--- src/rtl/parking_zone_counter_if.sv ---
// Sensor inputs and per-zone status outputs of the parking zone counter.
interface parking_zone_counter_if;
  logic [3:0]  entry_req;
  logic [3:0]  exit_req;
  logic [11:0] free_spaces;
  logic [3:0]  zone_full;
  logic [3:0]  gate_open;
  logic [3:0]  rejected;
  logic [3:0]  exit_err;

  modport master (
    output entry_req, exit_req,
    input  free_spaces, zone_full, gate_open, rejected, exit_err
  );

  modport slave (
    input  entry_req, exit_req,
    output free_spaces, zone_full, gate_open, rejected, exit_err
  );
endinterface

--- src/rtl/parking_zone_counter.sv ---
// Four-zone parking space tracker: sensor sync/debounce, occupancy counting
// and a timed entry barrier per zone.
module parking_zone_counter #(
  parameter int unsigned DEBOUNCE_CYCLES = 16,
  parameter int unsigned GATE_CYCLES     = 1000,
  parameter int unsigned CAPACITY        = 7
) (
  input  logic                  clk,
  input  logic                  rst,
  parking_zone_counter_if.slave bus
);

  localparam int unsigned NZ  = 4;
  localparam int unsigned NS  = 2 * NZ;
  localparam int unsigned CW  = 3;
  localparam int unsigned DCW = $clog2(DEBOUNCE_CYCLES + 1);
  localparam int unsigned TW  = (GATE_CYCLES > 1) ? $clog2(GATE_CYCLES) : 1;
  localparam logic [CW-1:0] CAP3 = CW'(CAPACITY);

  if (CAPACITY < 1 || CAPACITY > 7) begin : g_cap_check
    $error("parking_zone_counter: CAPACITY must be in 1..7");
  end

  typedef enum logic {IDLE, OPEN} gate_state_t;

  // Sensor vector: entries in [3:0], exits in [7:4]
  logic [NS-1:0]  raw;
  logic [NS-1:0]  sync1, sync2, deb, deb_d, evt;
  logic [DCW-1:0] cnt [NS];

  assign raw = {bus.exit_req, bus.entry_req};

  // Synchronize, debounce and extract rising-edge events
  always_ff @(posedge clk) begin
    if (rst) begin
      sync1 <= '0;
      sync2 <= '0;
      deb   <= '0;
      deb_d <= '0;
      evt   <= '0;
      for (int i = 0; i < NS; i++) cnt[i] <= '0;
    end else begin
      sync1 <= raw;
      sync2 <= sync1;
      deb_d <= deb;
      evt   <= deb & ~deb_d;
      for (int i = 0; i < NS; i++) begin
        if (sync2[i] == deb[i]) begin
          cnt[i] <= '0;
        end else if (cnt[i] == DCW'(DEBOUNCE_CYCLES - 1)) begin
          deb[i] <= sync2[i];
          cnt[i] <= '0;
        end else begin
          cnt[i] <= cnt[i] + DCW'(1);
        end
      end
    end
  end

  gate_state_t   state      [NZ];
  gate_state_t   state_next [NZ];
  logic [TW-1:0] timer      [NZ];
  logic [TW-1:0] timer_next [NZ];
  logic [CW-1:0] free       [NZ];
  logic [CW-1:0] free_next  [NZ];
  logic [NZ-1:0] acc_entry_c, acc_exit_c;

  // Accept decisions, count update and gate FSM next state
  always_comb begin
    state_next  = state;
    timer_next  = timer;
    free_next   = free;
    acc_entry_c = '0;
    acc_exit_c  = '0;
    for (int z = 0; z < NZ; z++) begin
      acc_entry_c[z] = evt[z] & (state[z] == IDLE) & ((free[z] != '0) | evt[NZ+z]);
      acc_exit_c[z]  = evt[NZ+z] & ((free[z] < CAP3) | acc_entry_c[z]);
      free_next[z]   = free[z] + CW'(acc_exit_c[z]) - CW'(acc_entry_c[z]);
      case (state[z])
        IDLE: begin
          if (acc_entry_c[z]) begin
            state_next[z] = OPEN;
            timer_next[z] = TW'(GATE_CYCLES - 1);
          end
        end
        OPEN: begin
          if (timer[z] == '0) state_next[z] = IDLE;
          else                timer_next[z] = timer[z] - TW'(1);
        end
        default: state_next[z] = IDLE;
      endcase
    end
  end

  always_ff @(posedge clk) begin
    if (rst) begin
      state         <= '{default: IDLE};
      timer         <= '{default: '0};
      free          <= '{default: CAP3};
      bus.zone_full <= '0;
      bus.gate_open <= '0;
      bus.rejected  <= '0;
      bus.exit_err  <= '0;
    end else begin
      state <= state_next;
      timer <= timer_next;
      free  <= free_next;
      for (int z = 0; z < NZ; z++) begin
        bus.zone_full[z] <= (free_next[z] == '0);
        bus.gate_open[z] <= (state_next[z] == OPEN);
        bus.rejected[z]  <= evt[z] & ~acc_entry_c[z];
        bus.exit_err[z]  <= evt[NZ+z] & ~acc_exit_c[z];
      end
    end
  end

  assign bus.free_spaces = {free[3], free[2], free[1], free[0]};

endmodule

--- src/flat_wrapper.sv ---
// flat-port wrapper written by rule: the top's interface ports become plain ports
module parking_zone_counter_flat 
#(
  parameter int unsigned DEBOUNCE_CYCLES = 16,
  parameter int unsigned GATE_CYCLES     = 1000,
  parameter int unsigned CAPACITY        = 7
)
  (clk, rst, bus_entry_req, bus_exit_req, bus_free_spaces, bus_zone_full, bus_gate_open, bus_rejected, bus_exit_err);
  parking_zone_counter_if bus_i ();
  input  logic clk;
  input  logic rst;
  input wire logic [$bits(bus_i.entry_req)-1:0] bus_entry_req;
  input wire logic [$bits(bus_i.exit_req)-1:0] bus_exit_req;
  output wire logic [$bits(bus_i.free_spaces)-1:0] bus_free_spaces;
  output wire logic [$bits(bus_i.zone_full)-1:0] bus_zone_full;
  output wire logic [$bits(bus_i.gate_open)-1:0] bus_gate_open;
  output wire logic [$bits(bus_i.rejected)-1:0] bus_rejected;
  output wire logic [$bits(bus_i.exit_err)-1:0] bus_exit_err;
  assign bus_i.entry_req = bus_entry_req;
  assign bus_i.exit_req = bus_exit_req;
  assign bus_free_spaces = bus_i.free_spaces;
  assign bus_zone_full = bus_i.zone_full;
  assign bus_gate_open = bus_i.gate_open;
  assign bus_rejected = bus_i.rejected;
  assign bus_exit_err = bus_i.exit_err;
  parking_zone_counter #(.DEBOUNCE_CYCLES(DEBOUNCE_CYCLES), .GATE_CYCLES(GATE_CYCLES), .CAPACITY(CAPACITY)) u_core (.clk(clk), .rst(rst), .bus(bus_i));
endmodule
--- config.mk ---
export PLATFORM = sky130hd
export DESIGN_NAME = parking_zone_counter_flat
export DESIGN_NICKNAME = d
export VERILOG_FILES = /design/src/rtl/parking_zone_counter_if.sv /design/src/rtl/parking_zone_counter.sv /design/src/flat_wrapper.sv
export SDC_FILE = /design/constraint.sdc
export NUM_CORES = 1
export LEC_CHECK = 0
export ABC_AREA = 0
export CAP_MARGIN = 5
export CORE_AREA = 8 8 87 147
export DETAILED_ROUTE_END_ITERATION = 10
export DIE_AREA = 0 0 95 155
export PLACE_DENSITY = 0.8
export SYNTH_ARGS = -nofsm -noshare
export SYNTH_HDL_FRONTEND = slang
export SYNTH_SLANG_ARGS = --single-unit
--- constraint.sdc ---
create_clock -name clk -period 7.7 [get_ports clk]
set_input_delay 1.54 -clock clk [delete_from_list [all_inputs] [get_ports clk]]
set_output_delay 1.54 -clock clk [all_outputs]
set_load 0.005 [all_outputs]
======== After elaboration in Yosys (flattened, before gate mapping) ========
Memories as Yosys holds them, arrays and structs flattened.
Index checks and enable logic that the tools add are counted.
cells by class
  $add $sub $neg .......................... 20
  multipliers ............................. 0
  divide/modulo/power cells ............... 0
  magnitude comparators ................... 4
  equal/unequal tests ..................... 24
  shifts and indexed selects .............. 0
  mux-type cells .......................... 138
  bitwise operators ....................... 74
  reductions and logical operators ........ 24
operator list
  kind                                                                   count
  5-bit two-way mux                                                      24
  1-bit two-way mux                                                      98
  10-bit two-way mux                                                     8
  10-bit case mux with 2 select lines                                    4
  5-bit by 1-bit adder with 5-bit output, second input constant          8
  5-bit by 4-bit equality test with 1-bit output, second input constant  8
  10-bit zero test                                                       4
  10-bit by 1-bit subtractor with 10-bit output, second input constant   4
  1-bit bitwise OR                                                       32
  2-bit AND reduction                                                    12
  1-bit AND                                                              20
  1-bit inverter                                                         20
  3-bit by 1-bit adder with 3-bit output                                 4
  3-bit zero test                                                        4
  3-bit less-than comparator, second input constant                      4
  3-bit nonzero test                                                     4
  3-bit by 1-bit subtractor with 3-bit output                            4
  8-bit AND                                                              1
  1-bit equality test                                                    8
  2-bit by 1-bit != test with 1-bit output, second input constant        4
  2-bit != test, second input constant                                   4
  8-bit inverter                                                         1
  1-bit case mux with 2 select lines                                     4
word-level totals
  bits in registers ....................... 112
  bits in latches ......................... 0
  RAM bits ................................ 40
  ROM bits ................................ 0
  bits of input ports ..................... 10
  output and inout port bits .............. 28
  logic and storage cells ................. 313
  memories ................................ 1
memories
  memory      depth  width  read ports  clocked after Yosys merged registers in  wr ports  RTL line                    text
  u_core.cnt  8      5      8           0                                        8         parking_zone_counter.sv:29  logic [DCW-1:0] cnt [NS];

======== Longest topological paths before layout ========
Gate-level depths: netlist of the first run.
  word-level depth ........................ 8
  mapped depth ............................ 11
  depth with buffers taken out ............ 10

======== Least setup slack after synthesis of the first run ========
OpenSTA, ideal clock, no wires.
  path type ............................... register to register
  start point ............................. reg u_core.free, in the netlist u_core.bus.free_spaces[9]
  end point ............................... reg u_core.free, in the netlist u_core.bus.free_spaces[10]
  setup time .............................. 0.123 ns
  data arrival time ....................... 2.355 ns
  required time ........................... 7.577 ns
  path slack .............................. 5.221 ns
  cell stages (with the launch flop) ...... 9
  buffers on the path ..................... 0
  clock period less this slack ............ 2.479 ns
  cell sequence ........................... dfxtp_1 or4_1 nand3_1 inv_1 ha_1 inv_1 ha_1 fa_1 or2_2
RTL lines
  item                    RTL line                     text
  from (decl)             parking_zone_counter.sv:64   logic [CW-1:0] free [NZ];
  from (signal assigned)  parking_zone_counter.sv:107  free <= free_next;

======== Final worst setup path of the first run ========
  start point ............................. reg u_core.bus.gate_open[0]
  end point ............................... out bus_gate_open[0]
RTL lines
  item                               RTL line                       text
  from (decl)                        parking_zone_counter_if.sv:18  output free_spaces, zone_full, gate_open, rejected, exit_err
  from (signal, indexed assignment)  parking_zone_counter.sv:110    bus.gate_open[z] <= (state_next[z] == OPEN);
  to (decl)                          flat_wrapper.sv:16             output wire logic [$bits(bus_i.gate_open)-1:0] bus_gate_open;
No word-level cell between the ends.

==> results.yml, run 1 <==
cts:
  clkTransAtPathRegs_ns: 0.06
  cts_resized: 0
  postCtsSetupRepairBufs: 0
  clock_latency_ns: 0.41
  clockBufferDepth: 2
  cts-root-buf: "clkbuf_16"
  clock-sinks: 148
  cts_hold_buf: 0
  cts_tree: "built"
  cts_made_buffers: 17
  cts-htree-levels: 4
pwr:
  p_int_mw: 1.336
  ir_drop_mv: 0.1801
  swShare_pct: 20.43
  power.switching_uw: 343.0
  p_clk_share_pct: 48.8
  powerDensity_nw_per_um2: 220.9
  pwr-share-comb_pct: 2.3
  leakage_nw: 2.984
  seq_power_share_pct: 48.9
global_route:
  grt_pass1_wl_um: 20160
  antenna_found_initial: 0
  grt_max_degree: 57
  grt_use_total_pct: 16.98
  first_global_vias: 4580
  grt-ovfl-total: 0
synthesis:
  netlist_area_um2: 6374
  syn_avg_cell_area_um2: 10.45
  synth_cell_types: 55
  ys_ff_latch: 148
  synth_common_cells: "108 x dfxtp_1, 70 x nor2_1, 56 x inv_1"
  post-synth-top-count-cell: "dfxtp_1"
  synth_edf_count: 40
  synth_largest_area_cell: "dfxtp_1"
  syn_inst: 610
  ys_seq_area_share_pct: 52.77
  yosysTopAreaCellShare_pct: 33.92
  async_flop_share_pct: 0
  yosysWarningCount: 0
  synth-main-ff-cell: "dfxtp_1"
  synthTopCellsByArea: "dfxtp_1 34%, edfxtp_1 19%, ha_1 6.3%, nor2_1 4.1%, inv_1 3.3%"
final_layout:
  drive_gt1_share_pct: 7.214
  filler_cell_count: 775
  diodes: 0
  nets: 740
  syn_to_final_growth_pct: 19.26
worst_setup_path:
  worst_setup_path_end_kind: "output pin"
  crit_fanout: 6
  cp_num_buf_inv: 1
  critPathKind: "flop to output pin"
  crit_path_start_kind: "flop"
  critPathArrivalTime_ns: 1.42
  required_ns: 6.16
  crit_slowest_cell: "clkdlybuf4s50_1"
  worstPathCellList: "clkdlybuf4s50_1"
  crit_family: "buffers and inverters"
  max_stage_delay_ns: 0.55
timing:
  finalSetupViolCount: 0
  worst_slack_ns: 4.739
  tightest_slew_ns: 0.7630
  relSlewSlack_pct: 49.13
  grt_setup_unrepaired: "false"
  hold_viol: 0
  fin_skew_ns: 0.007202
  fin_crit_ns: 2.961
  slew_viol_final: 0
  layout_worst_path_cycle_share_pct: 38.45
  fin_setup_tns_ns: 0
  fmax_ghz: 0.3377
die:
  die_w_um: 95
  die_area_um2: 14730
  core_area_um2: 10910
  ios: 38
  start_util_pct: 58.41
  rows: 51
  die-height_um: 155
placed_design:
  pre_cts_ws_ns: 4.355
  hpwl_um: 8333
  portBuffers: 37
  place_congestion: 0.8401
drt:
  vias_per_cell: 5.341
  ant_nets: 0
  initialDrtViolationCount: 215
  drc: 0
  wirelength_um: 11770
  wire_per_inst_um: 14.02
  dr.pass1.iters: 4
  num_vias: 4481
run:
  maxCapViolations: 0
min_path:
  holdCritPathClass: "flop to flop"
outcome:
  status: "finished, final reports clean"
==> final timing paths <==
| kind | start | end | slack, ns | cells past startpoint |
|---|---|---|---|---|
| setup / recovery | u_core.bus.gate_open[0] | bus_gate_open[0] | 4.74 | 1 |
| hold / removal | u_core.deb_d[4] | u_core.evt[4] | 0.38 | 1 |
| setup reg to reg | u_core.evt[7] | u_core.bus.zone_full[3] | 4.99 | 9 |
| hold reg to reg | u_core.deb_d[4] | u_core.evt[4] | 0.38 | 1 |
==> flip-flops by register name (all words and copies together) (netlist names) <==
name / cells
u_core.sync1: 8
u_core.bus.exit_err: 4
u_core.timer: 40
u_core.bus.zone_full: 4
u_core.sync2: 8
u_core.bus.gate_open: 4
u_core.bus.rejected: 4
u_core.deb: 8
u_core.bus.free_spaces: 12
u_core.deb_d: 8
u_core.evt: 8
u_core.cnt: 40
==> kinds of logic (layout without fill, tap and decap cells) <==
logic type	count (synthesis)	count (layout)	share of synthesized area (%)
compound gates	75	75	8.147
simple gates	232	232	20.49
mux	14	14	2.199
xor+xnor	34	34	4.672
fa+ha+maj	36	36	7.538
other cells	1	40	0.05884
flops	148	148	52.77
buf+inv	70	128	4.122
==> cells in the final DEF, fill, tap and decap left out, drive strengths merged, types with 18 or more instances in the layout <==
master | Yosys | final
nor2 | 70 | 70
a21oi | 25 | 25
clkbuf | 12 | 18
dfxtp | 108 | 108
inv | 58 | 61
clkdlybuf4s50 | 0 | 36
ha | 32 | 32
edfxtp | 40 | 40
xnor2 | 21 | 21
nor2b | 33 | 33
conb | 1 | 40
nor3 | 23 | 23
==> per-stage QoR <==
stage          hold WS (ns)  cells  util [%]  area, µm²  power [mW]
2_1_floorplan        0.3674    649         -       6520      0.8628
3_3_place_gp         0.3724    807     64.27       7013      0.8722
3_5_place_dp         0.3765    807     64.27       7013      0.8747
4_1_cts              0.3830    839     69.66       7601       1.691
5_1_grt              0.3969    839     69.66       7601       1.729
6_report             0.3832    839     69.66       7601       1.679
==> cell type report <==
class | instances | area, µm² | area share [%]
multi-input combinational | 431 | 2894 | 38.07
timing repair buffer | 38 | 372.9 | 4.905
sequential | 148 | 3363 | 44.25
clock inverter | 14 | 158.9 | 2.091
inverter | 58 | 217.7 | 2.864
tap | 132 | 165.2 | 2.173
clock buffer | 18 | 429.2 | 5.646
==> metal layers <==
metal | track usage [%] | share of wire (%) | routed length [µm] | up-vias
met5 | 0 | 0 | 0 | -
met4 | 6.737 | 1.9 | 219 | 0
met3 | 4.631 | 3.9 | 458 | 20
met2 | 31.16 | 55 | 6515 | 76
met1 | 17.34 | 39 | 4571 | 2119
li1 | - | - | - | 2266
==> power groups by stage <==
stage	sequential, mW	clock, mW	combinational [mW]
CTS	0.820	0.832	0.0384
global placement	0.836	0	0.0366
global route	0.822	0.862	0.0449
finish	0.820	0.819	0.0390
floorplan	0.835	0	0.0281
detailed placement	0.837	0	0.0377
Note: power is estimated with default switching activity, not from simulation.
==> run 2, diff against run 1 <==
--- a/config.mk
+++ b/config.mk
@@ -7,10 +7,10 @@
 export LEC_CHECK = 0
 export ABC_AREA = 0
 export CAP_MARGIN = 5
-export CORE_AREA = 8 8 87 147
+export CORE_AREA = 8 8 88 149
 export DETAILED_ROUTE_END_ITERATION = 10
-export DIE_AREA = 0 0 95 155
-export PLACE_DENSITY = 0.8
+export DIE_AREA = 0 0 96 157
+export PLACE_DENSITY = 0.78
 export SYNTH_ARGS = -nofsm -noshare
 export SYNTH_HDL_FRONTEND = slang
 export SYNTH_SLANG_ARGS = --single-unit
==> constraint.sdc (replaced) <==
create_clock -name clk -period 3 [get_ports clk]
set_input_delay 0.6 -clock clk [delete_from_list [all_inputs] [get_ports clk]]
set_output_delay 0.6 -clock clk [all_outputs]
set_load 0.005 [all_outputs]
==> run 2 against run 1 <==
  * Routed wire length down 4.9%
  * Largest cell class unchanged
  * Via count decreased by 0.11%
  * Sequential power rose to 2.6 times the previous value
  * Critical path depth is 7 higher
  * Flip-flop and latch count did not move
==> results.yml, run 2 (synthesis results as in run 1) <==
global_route:
  grt_pass1_wl_um: 18950
  first_global_vias: 4524
  antenna_found_initial: 0
  grt_max_degree: 61
  grt-ovfl-total: 0
  grt_use_total_pct: 15.74
timing:
  fin_crit_ns: 2.685
  relSlewSlack_pct: 43.90
  layout_worst_path_cycle_share_pct: 89.50
  hold_viol: 0
  worst_slack_ns: 0.3149
  slew_viol_final: 0
  hold_ws_ns: 0.3775
  finalSetupViolCount: 0
  fin_skew_ns: 0.005937
  fmax_ghz: 0.3724
  grt_setup_unrepaired: "false"
  fin_setup_tns_ns: 0
  tightest_slew_ns: 0.8202
pwr:
  ir_drop_mv: 0.7125
  powerDensity_nw_per_um2: 573.0
  leakage_nw: 3.003
  p_total_mw: 4.384
drt:
  initialDrtViolationCount: 173
  wirelength_um: 11190
  wire_per_inst_um: 13.32
  ant_nets: 0
  drc: 0
  dr.pass1.iters: 4
  num_vias: 4476
  vias_per_cell: 5.329
placed_design:
  place_congestion: 0.8499
  dpl.cell_count: 808
  place_area_um2: 7033
  portBuffers: 37
  hpwl_um: 8099
  pre_cts_ws_ns: 0.3151
cts:
  clkTransAtPathRegs_ns: 0.06
  cts_made_buffers: 17
  cts-root-buf: "clkbuf_16"
  clockBufferDepth: 2
  clock-sinks: 148
  cts-htree-levels: 4
  cts_resized: 0
  clock_latency_ns: 0.41
  cts_hold_buf: 0
  cts_tree: "built"
  postCtsSetupRepairBufs: 0
run:
  maxCapViolations: 0
final_layout:
  final_cells: 840
  drive_gt1_share_pct: 7.627
  final_cell_area_um2: 7650
  diodes: 0
  final_common_cell: "dfxtp_1"
  seqCellArea_um2: 3363
  multiInputGateArea_um2: 2894
  syn_to_final_growth_pct: 20.02
  finish.utilization_pct: 69.30
  nets: 741
  mostFrequentLayoutCells: "108 x dfxtp_1, 70 x nor2_1, 56 x inv_1, 40 x edfxtp_1, 40 x conb_1"
  filler_cell_count: 831
die:
  die_w_um: 96
  rows: 51
  start_util_pct: 57.74
  core_area_um2: 11040
  ios: 38
  die-height_um: 157
  die_area_um2: 15070
worst_setup_path:
  r2r_end: "u_core.bus.free_spaces[10]"
  crit_fanout: 8
  required_ns: 3.29
  cp_num_buf_inv: 2
  ff2ff_setup_slack_ns: 0.31
  crit_family: "simple AND/OR/NAND/NOR gates"
  reg2reg_depth: 8
  critPathArrivalTime_ns: 2.98
  critPathKind: "flop to flop"
  worstPathCellList: "or4_1 -> nand3_1 -> inv_1 -> ha_1 -> inv_1 -> ha_1 -> fa_1 -> or2_2"
  crit_slowest_cell: "or4_1"
  rr_startpoint: "u_core.bus.free_spaces[9]"
  crit_path_start_kind: "flop"
  worst_setup_path_end_kind: "flop"
  max_stage_delay_ns: 0.54
  crit_start: "u_core.bus.free_spaces[9]"
outcome:
  status: "finished, final reports clean"
min_path:
  hold_start: "u_core.deb_d[0]"
  hold_end: "u_core.evt[0]"
  holdCritPathClass: "flop to flop"
  min_path_cells: 1
-- run 2: cell types whose count changed in the layout (fill, tap and decap cells not counted), moves of 2 or more --
cell / delta
inv_6: +2
clkinv_1: -2
clkinv_4: +3
clkinv_2: -3
-- run 2: how the worst max path moves through the flow --
stage | cells past startpoint | endpoint
2_1_floorplan | 8 | u_core.bus.free_spaces[10]
5_1_grt | 9 | u_core.bus.zone_full[3]
4_1_cts | 9 | u_core.bus.zone_full[3]
3_3_place_gp | 8 | u_core.bus.free_spaces[10]
6_report | 8 | u_core.bus.free_spaces[10]
3_5_place_dp | 9 | u_core.bus.zone_full[3]
-- run 2: layout make-up --
type	instances	area share, %
clock inverters	13	2.273
inverters	58	2.846
clock buffers	19	5.790
repair buffers	39	5.136
multi-input cells	431	37.83
well taps	132	2.159
flip-flops and latches	148	43.96
-- run 2: power by group --
group | total (mW) | switching (mW) | leakage [nW] | internal (mW)
registers | 2.10 | 0.0197 | 1.29 | 2.08
clock network | 2.18 | 0.834 | 0.291 | 1.34
logic | 0.101 | 0.0563 | 1.43 | 0.0444
-- run 2: routing by layer --
layer	wire, µm	vias to the layer above	GRT usage, %	share of wire (%)
met5	0	-	0	0
met4	269	0	7.885	2.4
met3	396	26	4.244	3.5
met2	6131	70	29.38	55
met1	4394	2105	14.89	39
li1	-	2275	-	-
